==> src/rtl/conv_sequencer_if.sv <==
// Bundle of the sequencer's command, issue and retire signals.
// master: pipeline controller / testbench side (drives commands and retire returns).
// slave:  conv_sequencer side (drives issue outputs and status).
//   start, abort, stall      : commands and sink backpressure
//   res_valid, res_last      : retire return from the add stage
//   row, col, addr, enable,
//   endSign                  : issue to the register-fetch stage
//   busy, done, res_count    : pass status
interface conv_sequencer_if;
  logic       start;
  logic       abort;
  logic       stall;
  logic       res_valid;
  logic       res_last;
  logic [4:0] row;
  logic [4:0] col;
  logic [1:0] addr;
  logic       enable;
  logic       endSign;
  logic       busy;
  logic       done;
  logic [9:0] res_count;

  modport master (
    output start, abort, stall, res_valid, res_last,
    input  row, col, addr, enable, endSign, busy, done, res_count
  );

  modport slave (
    input  start, abort, stall, res_valid, res_last,
    output row, col, addr, enable, endSign, busy, done, res_count
  );
endinterface

==> src/rtl/conv_sequencer.sv <==
// Pipeline-head sequencer for the convolution datapath. A start command scans every KxK window
// of an IMG_H x IMG_W image, issuing one kernel row per unstalled cycle (addr fastest, then col,
// then row). Retired windows returning from the add stage are counted; done pulses once all
// windows have retired.
// Ports:
//   clk  : clock, rising edge
//   rst  : synchronous active-high reset
//   bus  : conv_sequencer_if.slave (commands, issue outputs, retire inputs, status)
module conv_sequencer #(
  parameter int unsigned IMG_W = 28,
  parameter int unsigned IMG_H = 28,
  parameter int unsigned K     = 3
) (
  input  logic             clk,
  input  logic             rst,
  conv_sequencer_if.slave  bus
);

  localparam int unsigned OutW  = IMG_W - K + 1;
  localparam int unsigned OutH  = IMG_H - K + 1;
  localparam int unsigned Total = OutW * OutH;

  localparam logic [4:0] LastCol  = 5'(OutW - 1);
  localparam logic [4:0] LastRow  = 5'(OutH - 1);
  localparam logic [1:0] LastAddr = 2'(K - 1);
  localparam logic [9:0] TotalCnt = 10'(Total);

  typedef enum logic [1:0] {StIdle, StRun, StDrain, StDone} state_e;

  state_e     state_q;
  // Issued (output) coordinates and the coordinates of the next issue are kept separately so the
  // outputs can hold their last values through stalls, DRAIN and IDLE.
  logic [4:0] row_q, col_q, nxt_row_q, nxt_col_q;
  logic [1:0] addr_q, nxt_addr_q;
  logic       enable_q, end_q, busy_q, done_q;
  logic [9:0] res_count_q, res_count_d;
  logic       retire;
  logic       last_issue;

  always_comb begin
    retire      = (state_q != StIdle) && bus.res_valid && bus.res_last;
    res_count_d = res_count_q + {9'd0, retire};
    last_issue  = (nxt_row_q == LastRow) && (nxt_col_q == LastCol) && (nxt_addr_q == LastAddr);
  end

  always_ff @(posedge clk) begin
    if (rst || bus.abort) begin
      state_q     <= StIdle;
      row_q       <= '0;
      col_q       <= '0;
      addr_q      <= '0;
      nxt_row_q   <= '0;
      nxt_col_q   <= '0;
      nxt_addr_q  <= '0;
      enable_q    <= 1'b0;
      end_q       <= 1'b0;
      busy_q      <= 1'b0;
      done_q      <= 1'b0;
      res_count_q <= '0;
    end else begin
      res_count_q <= res_count_d;
      unique case (state_q)
        StIdle: begin
          if (bus.start) begin
            state_q     <= StRun;
            busy_q      <= 1'b1;
            res_count_q <= '0;
            nxt_row_q   <= '0;
            nxt_col_q   <= '0;
            nxt_addr_q  <= '0;
          end
        end
        StRun: begin
          if (bus.stall) begin
            enable_q <= 1'b0;
            end_q    <= 1'b0;
          end else begin
            enable_q <= 1'b1;
            end_q    <= (nxt_addr_q == LastAddr);
            row_q    <= nxt_row_q;
            col_q    <= nxt_col_q;
            addr_q   <= nxt_addr_q;
            if (last_issue) begin
              // Next-issue counters freeze on the final window so nothing can wrap.
              state_q <= StDrain;
            end else if (nxt_addr_q != LastAddr) begin
              nxt_addr_q <= nxt_addr_q + 2'd1;
            end else begin
              nxt_addr_q <= '0;
              if (nxt_col_q != LastCol) begin
                nxt_col_q <= nxt_col_q + 5'd1;
              end else begin
                nxt_col_q <= '0;
                nxt_row_q <= nxt_row_q + 5'd1;
              end
            end
          end
        end
        StDrain: begin
          enable_q <= 1'b0;
          end_q    <= 1'b0;
          // Include this cycle's retire so done is not delayed a cycle.
          if (res_count_d >= TotalCnt) begin
            state_q <= StDone;
            done_q  <= 1'b1;
          end
        end
        StDone: begin
          state_q <= StIdle;
          done_q  <= 1'b0;
          busy_q  <= 1'b0;
        end
        default: state_q <= StIdle;
      endcase
    end
  end

  assign bus.row       = row_q;
  assign bus.col       = col_q;
  assign bus.addr      = addr_q;
  assign bus.enable    = enable_q;
  assign bus.endSign   = end_q;
  assign bus.busy      = busy_q;
  assign bus.done      = done_q;
  assign bus.res_count = res_count_q;

endmodule
==> src/flat_wrapper.sv <==
// flat-port wrapper written by rule: the top's interface ports become plain ports
module conv_sequencer_flat 
#(
  parameter int unsigned IMG_W = 28,
  parameter int unsigned IMG_H = 28,
  parameter int unsigned K     = 3
)
  (clk, rst, bus_start, bus_abort, bus_stall, bus_res_valid, bus_res_last, bus_row, bus_col, bus_addr, bus_enable, bus_endSign, bus_busy, bus_done, bus_res_count);
  conv_sequencer_if bus_i ();
  input  logic clk;
  input  logic rst;
  input wire logic [$bits(bus_i.start)-1:0] bus_start;
  input wire logic [$bits(bus_i.abort)-1:0] bus_abort;
  input wire logic [$bits(bus_i.stall)-1:0] bus_stall;
  input wire logic [$bits(bus_i.res_valid)-1:0] bus_res_valid;
  input wire logic [$bits(bus_i.res_last)-1:0] bus_res_last;
  output wire logic [$bits(bus_i.row)-1:0] bus_row;
  output wire logic [$bits(bus_i.col)-1:0] bus_col;
  output wire logic [$bits(bus_i.addr)-1:0] bus_addr;
  output wire logic [$bits(bus_i.enable)-1:0] bus_enable;
  output wire logic [$bits(bus_i.endSign)-1:0] bus_endSign;
  output wire logic [$bits(bus_i.busy)-1:0] bus_busy;
  output wire logic [$bits(bus_i.done)-1:0] bus_done;
  output wire logic [$bits(bus_i.res_count)-1:0] bus_res_count;
  assign bus_i.start = bus_start;
  assign bus_i.abort = bus_abort;
  assign bus_i.stall = bus_stall;
  assign bus_i.res_valid = bus_res_valid;
  assign bus_i.res_last = bus_res_last;
  assign bus_row = bus_i.row;
  assign bus_col = bus_i.col;
  assign bus_addr = bus_i.addr;
  assign bus_enable = bus_i.enable;
  assign bus_endSign = bus_i.endSign;
  assign bus_busy = bus_i.busy;
  assign bus_done = bus_i.done;
  assign bus_res_count = bus_i.res_count;
  conv_sequencer #(.IMG_W(IMG_W), .IMG_H(IMG_H), .K(K)) u_core (.clk(clk), .rst(rst), .bus(bus_i));
endmodule
==> config.mk <==
export PLATFORM = sky130hd
export DESIGN_NAME = conv_sequencer_flat
export DESIGN_NICKNAME = d
export VERILOG_FILES = /design/src/rtl/conv_sequencer_if.sv /design/src/rtl/conv_sequencer.sv /design/src/flat_wrapper.sv
export SDC_FILE = /design/constraint.sdc
export NUM_CORES = 1
export LEC_CHECK = 0
export CELL_PAD_IN_SITES_DETAIL_PLACEMENT = 0
export CELL_PAD_IN_SITES_GLOBAL_PLACEMENT = 2
export CORE_ASPECT_RATIO = 0.75
export CORE_UTILIZATION = 35
export CTS_BUF_LIST = sky130_fd_sc_hd__clkbuf_2
export DETAILED_ROUTE_END_ITERATION = 6
export HOLD_SLACK_MARGIN = 0.1
export PLACE_DENSITY_LB_ADDON = 0.1
export SLEW_MARGIN = 20
export SYNTH_ARGS = -nofsm -noshare
export SYNTH_HDL_FRONTEND = slang
export SYNTH_SLANG_ARGS = --single-unit
==> constraint.sdc <==
create_clock -name clk -period 6.24 [get_ports clk]
set_input_delay 1.248 -clock clk [delete_from_list [all_inputs] [get_ports clk]]
set_output_delay 1.248 -clock clk [all_outputs]
set_load 0.005 [all_outputs]
## Word level (Yosys, flattened, before mapping)

Index checks and enable logic that the tools add are counted.

| storage, ports and cells | value |
|---|---|
| bits in registers | 40 |
| input bits | 7 |
| output and inout port bits | 26 |

| cells by class | value |
|---|---|
| add/subtract/negate cells | 4 |
| magnitude comparators | 1 |
| equality and inequality tests | 15 |
| muxes and demuxes | 31 |
| bitwise gates (word level) | 1 |
| reduce and logical (&&, ||, !) cells | 18 |

Operators by type and width:

| cell | count |
|---|---|
| two-way mux 5 bit | 9 |
| two-way mux 10 bit | 2 |
| case mux 5 bit (2 select lines) | 2 |
| two-way mux 2 bit | 8 |
| != test 2 bit (second input constant) | 6 |
| adder 10 x 1 -> 10 bit | 1 |
| adder 5 x 1 -> 5 bit (second input constant) | 2 |
| == test 5 bit (second input constant) | 2 |
| greater-or-equal comparator 10 bit (second input constant) | 1 |
| nonzero test 2 bit | 5 |
| case mux 1 bit (2 select lines) | 4 |
| case mux 2 bit (4 select lines) | 1 |
| AND reduction 4 bit | 2 |
| == test 2 bit (second input constant) | 3 |
| AND reduction 2 bit | 3 |
| AND reduction 6 bit | 1 |
| != test 5 bit (second input constant) | 1 |
| AND reduction 5 bit | 1 |
| logical AND 1 bit | 4 |
| two-way mux 1 bit | 4 |
| != test 2 x 1 -> 1 bit (second input constant) | 2 |
| case mux 2 bit (2 select lines) | 1 |
| adder 2 x 1 -> 2 bit (second input constant) | 1 |
| == test 2 x 1 -> 1 bit (second input constant) | 1 |
| other kinds (3) | 3 |

## Logic depth before layout (Yosys ltp)

| logic depth | value |
|---|---|
| word-level depth | 7 |
| mapped depth | 12 |
| depth with buffers taken out | 11 |

## Least setup slack after synthesis

OpenSTA, ideal clock, no wires.

| timing path | value |
|---|---|
| path type | input port to flip-flop |
| start point | input bus_res_last |
| end point | register u_core.state_q[1] |
| library setup time | 0.118 ns |
| arrival time | 2.771 ns |
| required time | 6.122 ns |
| slack | 3.351 ns |
| cell stages on the path | 11 |
| path buffers | 1 |
| cells stage by stage | nand2_1 nor2_1 ha_1 ha_1 buf_2 or2_1 o21ai_0 a221oi_1 nand3_1 a31o_2 mux2i_1 |

| on the way | value |
|---|---|
| longest elaborated chain between the ends | 5 |

RTL lines:

| element | RTL line | text |
|---|---|---|
| from (decl) | flat_wrapper.sv:16 | `input wire logic [$bits(bus_i.res_last)-1:0] bus_res_last;` |
| logical AND 1 bit | conv_sequencer.sv:41 | `retire = (state_q != StIdle) && bus.res_valid && bus.res_last;` |
| adder 10 x 1 -> 10 bit | conv_sequencer.sv:42 | `res_count_d = res_count_q + {9'd0, retire};` |
| greater-or-equal comparator 10 bit | conv_sequencer.sv:103 | `if (res_count_d >= TotalCnt) begin` |
| != test 2 x 1 -> 1 bit (no line) | - |  |
| AND reduction 4 bit (no line) | - |  |
| to (signal assigned) | conv_sequencer.sv:48 | `state_q <= StIdle;` |
| to (signal assigned) | conv_sequencer.sv:104 | `state_q <= StDone;` |
| to (signal assigned) | conv_sequencer.sv:109 | `state_q <= StIdle;` |
| to (decl) | conv_sequencer.sv:30 | `state_e state_q;` |

Every way passes these cells.
A chain may end at the register's enable or synchronous reset.

## Worst setup path after layout

Same ends and word-level chain as after synthesis.

==> key figures <==
Outcome
  – Outcome: complete, no violations

Finish
  – Final nets: 292
  – Post-route cell area: 0.00245 mm²
  – Commonest non-fill, non-tap cell in the layout: nand2_1
  – Synthesis-to-layout area growth: 21.6%
  – Fin cells: 351
  – Area of the multi-input gates: 0.00114 mm²
  – Register Area: 801 µm²
  – Share of cells above drive strength 1: 0.0543
  – Number of fill cells in the layout: 552
  – Util after Layout: 0.451
  – Most frequent cells in the layout: 45 x nand2_1, 40 x dfxtp_1, 32 x clkdlybuf4s50_1
  – Number of diodes: 0

Synthesis
  – Gate Count Post-Synth: 245
  – Synthesis Warnings: 0
  – Unique masters post-synth: 41
  – Post-synth EDFFs: 0
  – Top cells by area, synth: dfxtp_1 40%, nand2_1 8.4%, ha_1 6.2%, nor2_1 5.2%, xor2_1 4.8%
  – Mean Syn Cell Area: 8.23 µm²
  – Top_reg_cell synth: dfxtp_1
  – Post-synthesis sequential area ratio: 0.397
  – Post-synth ARST share: 0
  – Synth Net Count: 262
  – Synth Register Bits: 40
  – Share of the synthesized area in the top cell type: 0.397
  – Area leader, netlist: dfxtp_1
  – Area of the mapped netlist: 0.00202 mm²

Detailed routing
  – Wire per inst: 12.7 µm
  – Vias: 1,684
  – Routed Antenna Nets: 0
  – Vias/cell: 4.80
  – Total wire length: 4.47 mm
  – Drt initial violations: 74
  – Residual DRC: 0
  – Pre-antenna DRT Iters: 4

Timing
  – Setup TNS: 0 ns
  – Crit share post-route: 0.513
  – Final number of setup-violating endpoints: 0
  – F_max: 312 MHz
  – Final Hold Fails: 0
  – Relative slew margins: 0.468
  – Max Slew Vio Count: 0
  – Worst-margin pin slew: 0.796 ns
  – Setup Skew: 0.0138 ns
  – Clock period minus worst slack: 3.20 ns
  – Unrepaired setup endpoints after global routing: false

CTS
  – Post_cts resized: 0
  – Clk Latency, worst-skew pair: 0.40 ns
  – Cts bufs inserted: 5
  – Clock Sink Count: 40
  – Clock Path Buffers: 2
  – H-tree depth: 2
  – Root Buffer Master: clkbuf_2
  – Post-CTS Setup Bufs: 0
  – Register clock-pin slew on the reported worst setup and hold paths: 0.24 ns
  – CTS tree: yes
  – Cts hold-fix bufs: 0

Global routing
  – Initial antenna violation count: 0
  – Largest net degree at the start of global routing: 22
  – GRT Residual Overflow: 0
  – Vias in the first global route: 1,425
  – GRT Resource Usage Total: 0.160
  – Routing usage on met2: 0.197
  – Met3 usage: 0.0440
  – Gr busiest metal: met1
  – First-pass GRT wire length: 7.13 mm
  – Grt met1 use: 0.256

Placed design
  – GP Congestion: 0.798
  – Area after DPL: 0.00238 mm²
  – Detailed-placement wirelength estimate: 3.30 mm
  – Placed Cells: 343
  – Buffers on Ports: 32

Critical path
  – Crit path required time: 6.56 ns
  – Worst Path Arrival: 3.52 ns
  – Crit-path max FO: 10
  – Nature of the critical path startpoint: input port
  – Nature of the critical path endpoint: register
  – Worst Setup Path Type: in2reg

Min path
  – Hold Crit Class: reg2reg

Power and ir drop
  – Worst vdd ir: 0.0780 mV
  – Leak: 0.871 nW
  – Power per cell area: 192 mW/mm²

Floorplan
  – DIE WIDTH: 89.7 µm
  – Boundary pin count: 33
  – Total die area: 0.00607 mm²
  – Die height: 67.7 µm
  – Row Count: 23
  – Core area: 0.00544 mm²
  – Starting density of the core: 0.371

Flow run
  – Max-cap violations: 0
==> final cells by class <==
type                            instances  share of cell area
Tap cell                               75              0.0383
Timing Repair Buffer                   32               0.131
Clock buffer                            5              0.0102
Sequential cell                        40               0.327
Multi-Input combinational cell        189               0.465
Inverter                                7              0.0107
Clock inverter                          3              0.0189
==> power by group <==
| part | switching (mW) | internal, mW |
|---|---|---|
| Sequential | 0.00265 | 0.259 |
| Clock | 0.0946 | 0.0691 |
| Combinational | 0.0284 | 0.0184 |
| Total | 0.126 | 0.346 |
==> critical path, stage by stage <==
cell and delay [ns]:
clkdlybuf4s50_1 0.45, nand2_1 0.05, nor2_1 0.09, ha_1 0.21
ha_1 0.41, or2_1 0.15, o21ai_0 0.09, a221oi_1 0.32
nand3_1 0.13, a31o_2 0.26, mux2i_1 0.11
==> synth_stat cells (2+ instances only) <==
master / count
nand2_1: 45
dfxtp_1: 40
nor2_1: 28
a21oi_1: 19
nand3_1: 12
xor2_1: 11
ha_1: 10
inv_1: 7
and2_1: 6
clkbuf_1: 6
mux2i_1: 6
nand2b_1: 6
nand4_1: 6
xnor2_1: 5
and3_1: 4
nor2b_1: 3
o21ai_0: 3
buf_6: 2
nand4b_1: 2
nor3b_1: 2
o21ai_1: 2
==> worst paths after layout <==
kind | to | start | slack [ns] | cells after the start
worst max-delay path | u_core.state_q[1] | bus_res_last | 3.04 | 11
worst min-delay path | u_core.bus.row[2] | u_core.bus.row[2] | 0.47 | 2
worst max register to register | u_core.state_q[1] | u_core.state_q[0] | 3.52 | 11
worst min register to register | u_core.bus.row[2] | u_core.bus.row[2] | 0.47 | 2
==> cell families after synthesis <==
family          Yosys count  synth area share
compound gates           34             0.105
flops                    40             0.397
fa+ha+maj                10            0.0620
xor+xnor                 16            0.0695
simple gates            122             0.293
mux                       7            0.0354
buf+inv                  16            0.0378
==> flip-flops by register name, indices dropped and copies added (netlist names) <==
| register | count |
|---|---|
| u_core.bus.row | 5 |
| u_core.bus.done | 1 |
| u_core.bus.res_count | 10 |
| u_core.state_q | 2 |
| u_core.bus.col | 5 |
| u_core.bus.busy | 1 |
| u_core.nxt_addr_q | 2 |
| u_core.bus.enable | 1 |
| u_core.nxt_row_q | 5 |
| u_core.nxt_col_q | 5 |
| u_core.bus.addr | 2 |
| u_core.bus.endSign | 1 |
==> routing by layer <==
layer	routed length, µm	share of wire	up-vias
met3	160	0.036	2
met2	1640	0.37	27
met4	24	0.0054	0
li1	-	-	895
met5	0	0	-
met1	2640	0.59	760
==> through the flow <==
stage,total power [mW],hold slack (ns),setup slack (ns)
finish,0.472,0.468,3.04
global route,0.498,0.498,2.90
CTS,0.482,0.474,3.09
detailed placement,0.313,0.448,2.61
global placement,0.314,0.446,2.72
floorplan,0.299,0.453,3.35
No activity file was read; power rests on OpenSTA's default activity.
